### src/rtl/trng_req_arbiter.sv
// Round-robin arbiter sharing one 8-bit TRNG stream among N_REQ consumers.
// Packs bytes into words, delivers on valid/ready, and blocks on repetition faults.
module trng_req_arbiter #(
  parameter int N_REQ     = 4,
  parameter int WORD_W    = 32,
  parameter int REP_LIMIT = 8
) (
  input  logic              clk,
  input  logic              n_reset,
  input  logic [7:0]        trng_data,
  input  logic              trng_valid,
  input  logic [N_REQ-1:0]  req,
  input  logic [N_REQ-1:0]  rnd_ready,
  input  logic              fault_clr,
  output logic [N_REQ-1:0]  gnt,
  output logic [WORD_W-1:0] rnd_data,
  output logic              rnd_valid,
  output logic              fault
);
  localparam int BYTES = WORD_W / 8;
  localparam int CW    = $clog2(BYTES + 1);
  localparam int PW    = $clog2(N_REQ);
  localparam int PW1   = PW + 1;
  localparam logic [CW-1:0]  LAST_BYTE = CW'(BYTES - 1);
  localparam logic [7:0]     REP_MAX   = 8'(REP_LIMIT);
  localparam logic [PW1-1:0] N_REQ_W   = PW1'(N_REQ);

  typedef enum logic [1:0] {
    S_IDLE    = 2'd0,
    S_COLLECT = 2'd1,
    S_DELIVER = 2'd2,
    S_FAULT   = 2'd3
  } state_t;

  state_t            r_state, w_state_nxt;
  logic [N_REQ-1:0]  r_gnt, w_gnt_nxt;
  logic [PW-1:0]     r_gidx, w_gidx_nxt, r_ptr, w_ptr_nxt, w_pick, w_gidx_inc;
  logic [PW1-1:0]    w_sum;
  logic              w_found;
  logic [WORD_W-1:0] r_data, w_data_nxt;
  logic              r_valid, w_valid_nxt, r_fault, w_fault_nxt;
  logic [CW-1:0]     r_bcnt, w_bcnt_nxt;
  logic [7:0]        r_rep, w_rep_nxt, w_rep_upd, r_last, w_last_nxt;
  logic              r_last_vld, w_last_vld_nxt;
  logic              w_trip;

  assign gnt       = r_gnt;
  assign rnd_data  = r_data;
  assign rnd_valid = r_valid;
  assign fault     = r_fault;

  assign w_gidx_inc = (r_gidx == PW'(N_REQ - 1)) ? '0 : r_gidx + PW'(1);

  // First requesting index at or after the RR pointer, wrapping at N_REQ.
  always_comb begin
    w_found = 1'b0;
    w_pick  = r_ptr;
    w_sum   = '0;
    for (int i = 0; i < N_REQ; i++) begin
      w_sum = {1'b0, r_ptr} + PW1'(i);
      if (w_sum >= N_REQ_W) begin
        w_sum = w_sum - N_REQ_W;
      end else begin
        w_sum = w_sum;
      end
      if (!w_found && req[w_sum[PW-1:0]]) begin
        w_found = 1'b1;
        w_pick  = w_sum[PW-1:0];
      end else begin
        w_found = w_found;
      end
    end
  end

  // Next-state, health test and next values of every output register.
  always_comb begin
    w_state_nxt    = r_state;
    w_gnt_nxt      = r_gnt;
    w_gidx_nxt     = r_gidx;
    w_ptr_nxt      = r_ptr;
    w_data_nxt     = r_data;
    w_valid_nxt    = r_valid;
    w_fault_nxt    = r_fault;
    w_bcnt_nxt     = r_bcnt;
    w_rep_nxt      = r_rep;
    w_last_nxt     = r_last;
    w_last_vld_nxt = r_last_vld;
    w_rep_upd      = 8'd1;
    w_trip         = 1'b0;

    if (trng_valid) begin
      if (r_last_vld && (trng_data == r_last)) begin
        w_rep_upd = (r_rep >= REP_MAX) ? REP_MAX : r_rep + 8'd1;
      end else begin
        w_rep_upd = 8'd1;
      end
      w_rep_nxt      = w_rep_upd;
      w_last_nxt     = trng_data;
      w_last_vld_nxt = 1'b1;
      w_trip         = (w_rep_upd >= REP_MAX);
    end else begin
      w_trip = 1'b0;
    end

    case (r_state)
      S_IDLE: begin
        if (w_found) begin
          w_gnt_nxt   = {{(N_REQ-1){1'b0}}, 1'b1} << w_pick;
          w_gidx_nxt  = w_pick;
          w_bcnt_nxt  = '0;
          w_state_nxt = S_COLLECT;
        end else begin
          w_state_nxt = S_IDLE;
        end
      end
      S_COLLECT: begin
        if (!req[r_gidx]) begin
          w_gnt_nxt   = '0;
          w_data_nxt  = '0;
          w_bcnt_nxt  = '0;
          w_ptr_nxt   = w_gidx_inc;
          w_state_nxt = S_IDLE;
        end else if (trng_valid) begin
          w_data_nxt = (r_data << 8) | WORD_W'(trng_data);
          w_bcnt_nxt = r_bcnt + CW'(1);
          if (r_bcnt == LAST_BYTE) begin
            w_valid_nxt = 1'b1;
            w_state_nxt = S_DELIVER;
          end else begin
            w_state_nxt = S_COLLECT;
          end
        end else begin
          w_state_nxt = S_COLLECT;
        end
      end
      S_DELIVER: begin
        if (rnd_ready[r_gidx] || !req[r_gidx]) begin
          w_gnt_nxt   = '0;
          w_valid_nxt = 1'b0;
          w_data_nxt  = '0;
          w_bcnt_nxt  = '0;
          w_ptr_nxt   = w_gidx_inc;
          w_state_nxt = S_IDLE;
        end else begin
          w_state_nxt = S_DELIVER;
        end
      end
      S_FAULT: begin
        // A fresh trip in the same cycle keeps the fault latched.
        if (fault_clr && !w_trip) begin
          w_fault_nxt    = 1'b0;
          w_rep_nxt      = 8'd0;
          w_last_vld_nxt = 1'b0;
          w_state_nxt    = S_IDLE;
        end else begin
          w_state_nxt = S_FAULT;
        end
      end
      default: begin
        w_state_nxt = S_IDLE;
      end
    endcase

    if (w_trip) begin
      w_state_nxt = S_FAULT;
      w_gnt_nxt   = '0;
      w_valid_nxt = 1'b0;
      w_data_nxt  = '0;
      w_bcnt_nxt  = '0;
      w_fault_nxt = 1'b1;
    end else begin
      w_fault_nxt = w_fault_nxt;
    end
  end

  // State and output registers; outputs come straight from these flops.
  always_ff @(posedge clk or posedge n_reset) begin
    if (n_reset) begin
      r_state    <= S_IDLE;
      r_gnt      <= '0;
      r_gidx     <= '0;
      r_ptr      <= '0;
      r_data     <= '0;
      r_valid    <= 1'b0;
      r_fault    <= 1'b0;
      r_bcnt     <= '0;
      r_rep      <= 8'd0;
      r_last     <= 8'd0;
      r_last_vld <= 1'b0;
    end else begin
      r_state    <= w_state_nxt;
      r_gnt      <= w_gnt_nxt;
      r_gidx     <= w_gidx_nxt;
      r_ptr      <= w_ptr_nxt;
      r_data     <= w_data_nxt;
      r_valid    <= w_valid_nxt;
      r_fault    <= w_fault_nxt;
      r_bcnt     <= w_bcnt_nxt;
      r_rep      <= w_rep_nxt;
      r_last     <= w_last_nxt;
      r_last_vld <= w_last_vld_nxt;
    end
  end
endmodule

### config.mk
export PLATFORM = sky130hd
export DESIGN_NAME = trng_req_arbiter
export DESIGN_NICKNAME = d
export VERILOG_FILES = /design/src/rtl/trng_req_arbiter.sv
export SDC_FILE = /design/constraint.sdc
export NUM_CORES = 1
export LEC_CHECK = 0
export ABC_AREA = 1
export CORE_ASPECT_RATIO = 1.4
export CORE_MARGIN = 1.5
export CORE_UTILIZATION = 50
export CTS_CLUSTER_DIAMETER = 60
export DETAILED_ROUTE_END_ITERATION = 6
export PLACE_DENSITY = 0.81
export SLEW_MARGIN = 5
export SYNTH_ARGS = -nofsm -noshare
export SYNTH_HDL_FRONTEND = slang
export SYNTH_SLANG_ARGS = --single-unit
### constraint.sdc
create_clock -name clk -period 2.4 [get_ports clk]
set_clock_uncertainty 0.05 [all_clocks]
set_input_delay 0.36 -clock clk [delete_from_list [all_inputs] [get_ports clk]]
set_output_delay 0.36 -clock clk [all_outputs]
set_load 0.05 [all_outputs]
Word level (Yosys, flattened, before mapping)
Cells that the tools add are included.
W data, S select, Z words.

storage, ports and cells
  bits in registers = 64
  input port bits = 20

operators by class
  $add $sub $neg = 10
  $lt $le $gt $ge = 11
  equal/unequal tests = 15
  shifts and indexed selects = 1
  muxes and demuxes = 71
  bitwise gates (word level) = 1
  reduce and logical (&&, ||, !) cells = 24

operators with widths
  operator               number
  $mux W32               4
  $pmux W32 S2           1
  $mux W8                6
  $mux W2                17
  $or A32 B8 Y32         1
  $mux W1                23
  $ne A3 B3 Y1 const B   6
  $ge A8 B4 Y1 const B   2
  $mux W4                4
  $lt A2 B3 Y1 const B   5
  $mux W3                5
  $bmux W1 S2            6
  $pmux W4 S3            1
  $ge A3 B3 Y1 const B   3
  $pmux W3 S3            1
  $add A8 B1 Y8 const B  1
  $eq A8 B8 Y1           1
  $pmux W2 S4            1
  $reduce_and A4 Y1      2
  $sub A2 B1 Y2 const B  4
  $add A2 B2 Y3 const B  2
  $eq A2 B2 Y1 const B   3
  $reduce_and A3 Y1      2
  $reduce_bool A2 Y1     3
  other kinds (19)       29

Logic depth before layout (Yosys ltp)
Gate-level depths: netlist (run 1).

  word-level depth = 18
  gate-level depth with buffers = 15
  depth with buffers taken out = 14

Worst setup path before layout (run 1)
OpenSTA, ideal clock, no wires.

  kind = flip-flop to flip-flop
  from = register r_gidx[0]
  to = register r_data[0] (netlist: rnd_data[0])
  library setup time = 0.120 ns
  arrival time = 1.514 ns
  required time = 2.230 ns
  path slack = 0.716 ns
  stages on the path, launching flop included = 9
  path buffers = 1
  clock period less this slack = 1.684 ns
  path through = dfrtp_1 > or2_2 > o211ai_1 > nand2_1 > nor3_2 > a21oi_4 > nand2_4 > buf_6 > o21ai_2

between the ends
  longest elaborated chain between the ends = 6
  elaborated cells on any way between the ends = 12

RTL lines
  item                                RTL line  source
  start, declared                     37        logic [PW-1:0] r_gidx, w_gidx_nxt, r_ptr, w_ptr_nxt, w_pick, w_gidx_inc;
  start signal, assigned              193       r_gidx <= w_gidx_nxt;
  $bmux W1 S2                         117, 137
  $mux W1 (implied by the code)       117, 137
  $logic_not A1 Y1                    137       if (rnd_ready[r_gidx] || !req[r_gidx]) begin
  $logic_or A1 B1 Y1                  137
  $ne A3 B3 Y1 (no source line)       -
  $reduce_and A3 Y1 (no source line)  -
  end signal, assigned                195       r_data <= w_data_nxt;
  end, declared                       40        logic [WORD_W-1:0] r_data, w_data_nxt;

Parallel ways exist; a longest one is shown, timed or not. The select of a mux whose other input is x is not followed.
A chain may end at the register's enable or synchronous reset.

Final worst setup path (run 1)
  from = register r_data[0] (netlist: rnd_data[0])
  to = output port rnd_data[0]

RTL lines
  item           RTL line  source
  end, declared  16        output logic [WORD_W-1:0] rnd_data,

No word-level cell between the ends.

==> results of run 1 <==
[metal layers]
layer / track usage / wire length, um
met2: 0.348 / 3610
met1: 0.255 / 3200
met4: 0.0993 / 153
met3: 0.0417 / 200
met5: 0 / 0
[cells in the final DEF, fill, tap and decap left out, drive strengths merged]
cell,netlist,final
a21oi,5,5
nand3b,4,4
nor3,1,1
o221ai,1,1
o2111ai,1,1
a21boi,1,1
or2,2,2
nand4,6,6
clkdlybuf4s50,0,57
nand2,190,190
nand3,27,27
ha,9,9
clkinv,0,2
bufinv,0,1
inv,53,55
clkinvlp,0,2
dfrtp,64,64
clkbuf,2,9
o211ai,2,2
nor2,25,25
buf,14,7
o21ai,57,57
[synthesized netlist by cell type, types with 6 or more instances]
library cell,count
nand4_1,6
buf_6,6
nand3_1,25
o21ai_2,33
inv_1,51
dfrtp_1,64
nor2_1,21
nand2_1,188
buf_2,8
o21ai_0,20
ha_1,9
[stage by stage]
| step | area (um^2) | instances | worst slack [ns] | power [W] | utilization |
|---|---|---|---|---|---|
| after floorplan | 3590 | 464 | 0.392 | 0.00402 | - |
| after global placement | 4270 | 607 | 0.117 | 0.00476 | 0.615 |
| after detailed placement | 4270 | 607 | 0.0767 | 0.00484 | 0.615 |
| after CTS | 4470 | 623 | 0.369 | 0.00579 | 0.645 |
| after global routing | 4470 | 623 | 0.240 | 0.00618 | 0.645 |
| final | 4470 | 623 | 0.396 | 0.00575 | 0.645 |
[area by class of cell]
class                           count  share of cell area
Timing Repair Buffer               64               0.150
Clock inverter                      7              0.0179
Tap cell                           95              0.0266
Multi-Input combinational cell    331               0.375
Sequential cell                    64               0.358
Inverter                           53              0.0445
Clock buffer                        9              0.0277
[cell families after synthesis]
kind of cell,share of synthesized area
DFF,0.446
adders and majority gates,0.0313
buffers and inverters,0.0874
and+or+nand+nor,0.299
AOI/OAI and AO/OA,0.136
[registers in the layout, summed over array words and instances, names as in the netlist, 2 cells and up]
register,count
r_last,8
r_gidx,2
r_ptr,2
r_bcnt,3
rnd_data,32
gnt,4
r_state,2
r_rep,8
[report_power, final]
part           switching, W  total [W]  internal, W  leakage (nW)
clock network      0.000452   0.000941     0.000489        0.0964
logic               0.00216    0.00322      0.00106          1.30
registers          0.000224    0.00159      0.00137         0.839
total               0.00284    0.00575      0.00292          2.23
[worst min path at each step]
stage	startpoint	to	depth (start not counted)
after floorplan	r_rep[4]$_DFF_PP0_	r_rep[4]$_DFF_PP0_	2
after global placement	r_rep[4]$_DFF_PP0_	r_rep[4]$_DFF_PP0_	2
after detailed placement	r_rep[6]$_DFF_PP0_	r_rep[6]$_DFF_PP0_	2
after CTS	n_reset	rnd_data[23]$_DFFE_PP0P_	3
after global routing	n_reset	rnd_data[9]$_DFFE_PP0P_	3
final	n_reset	rnd_valid$_DFFE_PP0P_	3
==> results.json, run 1 <==
{
  "outcome": "completed",
  "crit_family": "buffers and inverters",
  "drv_cap": 0,
  "synth_flop_cell": "dfrtp_1",
  "period_share": 0.835,
  "ys_seq_area_frac": 0.446,
  "cts_inserted_buffers": 9,
  "cts_sinks": 64,
  "hold_violations": 0,
  "wirelength_mm": 7.17,
  "post-route-drc-count": 0,
  "yosysUniqueCellTypes": 31,
  "cts_tree": "done",
  "yosysTopAreaCell": "dfrtp_1",
  "slowest_stage": "clkdlybuf4s50_1",
  "timing.rr.end": "gnt[0]$_DFFE_PP0P_",
  "grtUsageTotal": 0.208,
  "grt_pass1_vias": 2816,
  "route.vias.total": 3042,
  "ys_ff_latch": 64,
  "area_growth_pct": 24.5,
  "multi_input_area_um2": 1680,
  "cp.arrival_ns": 1.59,
  "synth_fp_nets": 493,
  "worstReg2RegStart": "r_ptr[0]$_DFFE_PP0P_",
  "slew_violations": 0,
  "synthCells": 464,
  "setup_viol": 0,
  "min_path_type": "input port to async pin",
  "clockBufferDepth": 2,
  "grt_setup_unrepaired": "no",
  "reg2reg_slack_ns": 0.45,
  "max_slew_margin": 0.660,
  "drtIter0Drc": 141,
  "power.density_nw_per_um2": 1290,
  "p_leak_nw": 2.23,
  "cts_setup_buffers": 0,
  "synth_top_cell_area_share": 0.446,
  "worstSetupPathDepth": 1,
  "wl_per_cell_um": 11.5,
  "grt_max_degree": 65,
  "avgSynthCellArea_um2": 7.74,
  "regArea_um2": 1600,
  "critPathBufInv": 1,
  "hold_buffers": 0,
  "tightest_slew_ns": 0.509,
  "die_h_um": 103,
  "ys_async_sr_fraction": 1.00,
  "numPortBuffers": 57,
  "synth_top_cells_by_area": "dfrtp_1 (45%), nand2_1 (20%), o21ai_2 (8.0%)",
  "ios": 58,
  "max_freq_mhz": 499,
  "endpoint_kind": "output pin",
  "ir_drop_mv": 0.644,
  "clkTransAtPathRegs_ns": 0.08,
  "synth-warning-count": 0,
  "grt_pass1_wl_mm": 12.3,
  "fillers": 627,
  "postRouteAntennaNets": 0,
  "critPathKind": "flip-flop to output pin",
  "post-route-min-period_ns": 2.00,
  "antenna_cells": 0,
  "overflow": 0,
  "dr.pass1.iters": 4,
  "cp-start-kind": "flip-flop",
  "fin_nets": 552,
  "die_x_um": 74.6,
  "critPathMaxStageDelay_ns": 0.83,
  "path_max_fanout": 3,
  "ctsResizeCount": 0,
  "gp_congestion": 0.907,
  "viasPerCell": 4.88,
  "crit_chain": "clkdlybuf4s50_1",
  "final_layout_size_suffix_gt1_frac": 0.134,
  "synth_edf_count": 0,
  "syn_area_um2": 3590,
  "required_ns": 1.99,
  "initial_core_util": 0.518,
  "fin_setup_tns_ns": 0,
  "root_buffer": "clkbuf_8",
  "cp-endpoint": "rnd_data[0]",
  "insertion_delay_ns": 0.35,
  "dp_hpwl_mm": 5.31,
  "reg2reg_depth": 12,
  "whs_ns": 0.349,
  "critPathLaunch": "rnd_data[0]$_DFFE_PP0P_",
  "die-area_um2": 7710,
  "antenna_found_initial": 0,
  "rows": 36,
  "core-area_um2": 6940,
  "htreeDepth": 3
}
Note: power is estimated with default switching activity, not from simulation.
==> inputs of run 2 (changes only) <==
CORE_UTILIZATION = 49   (was 50)
PLACE_DENSITY = 0.83   (was 0.81)
clock period = 1.66 ns   (was 2.4 ns; I/O delays follow)
==> run 2 against run 1 <==
  * The run now ends with negative setup slack left
  * Core utilization up 11 points
  * Worst hold slack worse by 0.074 ns
  * Via count up 18%
  * Largest cell class unchanged
  * Power up 82%
  * Global-route usage up 4.7 points
==> results.json, run 2 (same netlist as run 1, synthesis figures left out) <==
{
  "route.vias.total": 3593,
  "antenna_cells": 0,
  "critPathBufInv": 1,
  "hold_buffers": 0,
  "fin_setup_tns_ns": -5.32,
  "violations": "negative setup slack",
  "postRouteAntennaNets": 0,
  "path_max_fanout": 5,
  "grtUsageTotal": 0.255,
  "dp_hpwl_mm": 5.85,
  "critPathKind": "flip-flop to flip-flop",
  "power.density_nw_per_um2": 1960,
  "slew_violations": 0,
  "core-area_um2": 7030,
  "endpoint_kind": "flip-flop",
  "hold_violations": 0,
  "required_ns": 1.89,
  "dpl-instance-area_um2": 4450,
  "critPathMaxStageDelay_ns": 0.48,
  "ios": 58,
  "fin_area_um2": 5320,
  "die_h_um": 104,
  "cts_inserted_buffers": 9,
  "dr.pass1.iters": 4,
  "cp-start-kind": "flip-flop",
  "area_growth_pct": 48.0,
  "overflow": 0,
  "drv_cap": 0,
  "largest_register_ffs": 32,
  "grt_setup_unrepaired": "yes",
  "drtIter0Drc": 231,
  "max_slew_margin": 0.773,
  "wl_per_cell_um": 15.1,
  "min_path_type": "input port to flip-flop",
  "htreeDepth": 3,
  "final_layout_size_suffix_gt1_frac": 0.469,
  "viasPerCell": 5.32,
  "fin_ws_ns": -0.158,
  "die_x_um": 75.4,
  "slowest_stage": "dfrtp_2",
  "clkTransAtPathRegs_ns": 0.07,
  "grt_pass1_wl_mm": 15.5,
  "fin_nets": 604,
  "die-area_um2": 7860,
  "root_buffer": "clkbuf_8",
  "ir_drop_mv": 1.35,
  "setup_viol": 44,
  "clockBufferDepth": 2,
  "post-route-min-period_ns": 1.82,
  "post-route-drc-count": 0,
  "final_util": 0.757,
  "tightest_slew_ns": 0.341,
  "insertion_delay_ns": 0.35,
  "layout_commonest_cell": "nand2_1",
  "crit_chain": "buf_6 > nand2_2 > nand2_2 > o21ai_4 > nand4_1 > nand2_1 > nand2_1 > nand2_2 > nand2_2 > o21ai_2",
  "cts_sinks": 64,
  "crit_family": "simple AND/OR/NAND/NOR gates",
  "outcome": "finished, violations left",
  "max_freq_mhz": 550,
  "gp_congestion": 0.937,
  "crit_top_cell": "nand2_2",
  "cp.arrival_ns": 2.04,
  "initial_core_util": 0.511,
  "grt_max_degree": 65,
  "antenna_found_initial": 0,
  "numPortBuffers": 57,
  "grt_pass1_vias": 3602,
  "layout_common_cells": "nand2_1 (114), buf_4 (79), nand2_2 (64)",
  "cts_tree": "done",
  "period_share": 1.09,
  "rows": 36,
  "p_leak_nw": 2.71,
  "wirelength_mm": 10.2
}
==> run 2: power breakdown <==
group	switching (W)	internal (W)
clock	0.000632	0.000816
sequential	0.000396	0.00198
combinational	0.00415	0.00247
==> run 2: timing repair <==
| item | CTS | global route |
|---|---|---|
| buffers inserted | 9 | 6 |
| resized for setup | 71 | 87 |
| pin swaps | 24 | 31 |
| gates cloned | 5 | 1 |
| endpoints found under the setup margin | 50 | 56 |
==> run 2: final cells by class <==
class / count / area (um^2)
clock buffers: 12 / 165
repair buffers: 115 / 1060
flip-flops and latches: 64 / 1600
fillers: 450 / 1710
multi-input cells: 331 / 2100
clock inverters: 4 / 51.3
repair inverters: 1 / 7.51
well taps: 95 / 119
inverters: 53 / 205
==> run 2: routing by layer <==
| metal | vias to the layer above | GRT usage | share of wire |
|---|---|---|---|
| li1 | 1695 | - | - |
| met1 | 1743 | 0.277 | 0.38 |
| met2 | 117 | 0.432 | 0.55 |
| met3 | 38 | 0.0591 | 0.036 |
| met4 | 0 | 0.149 | 0.030 |
| met5 | - | 0 | 0 |
==> run 2: metrics by stage <==
stage	hold WS [ns]	total power [W]	setup slack (ns)	std cells
CTS	0.268	0.00956	-0.104	670
detailed placement	0.403	0.00727	-0.495	640
floorplan	0.316	0.00584	-0.0221	464
finish	0.276	0.0104	-0.158	675
global route	0.307	0.0110	-0.307	675
global placement	0.401	0.00711	-0.389	640
==> run 2: worst reg2reg max path: stages (launching register included) <==
cell,delay [ns]
dfrtp_2,0.48
buf_6,0.16
nand2_2,0.06
nand2_2,0.08
o21ai_4,0.25
nand4_1,0.17
nand2_1,0.11
nand2_1,0.07
nand2_2,0.12
nand2_2,0.06
o21ai_2,0.13
==> run 2: worst paths after layout <==
check	start	endpoint	slack, ns	depth (start not counted)
setup / recovery	r_ptr[0]$_DFFE_PP0P_	gnt[3]$_DFFE_PP0P_	-0.16	10
hold / removal	trng_data[3]	r_last[3]$_DFFE_PP0P_	0.28	3
setup reg to reg	r_ptr[0]$_DFFE_PP0P_	gnt[3]$_DFFE_PP0P_	-0.16	10
hold reg to reg	r_rep[7]$_DFF_PP0_	r_rep[7]$_DFF_PP0_	0.42	2
max in group asynchronous	n_reset	r_gidx[0]$_DFFE_PP0P_	0.97	3
min in group asynchronous	n_reset	rnd_data[4]$_DFFE_PP0P_	0.29	3
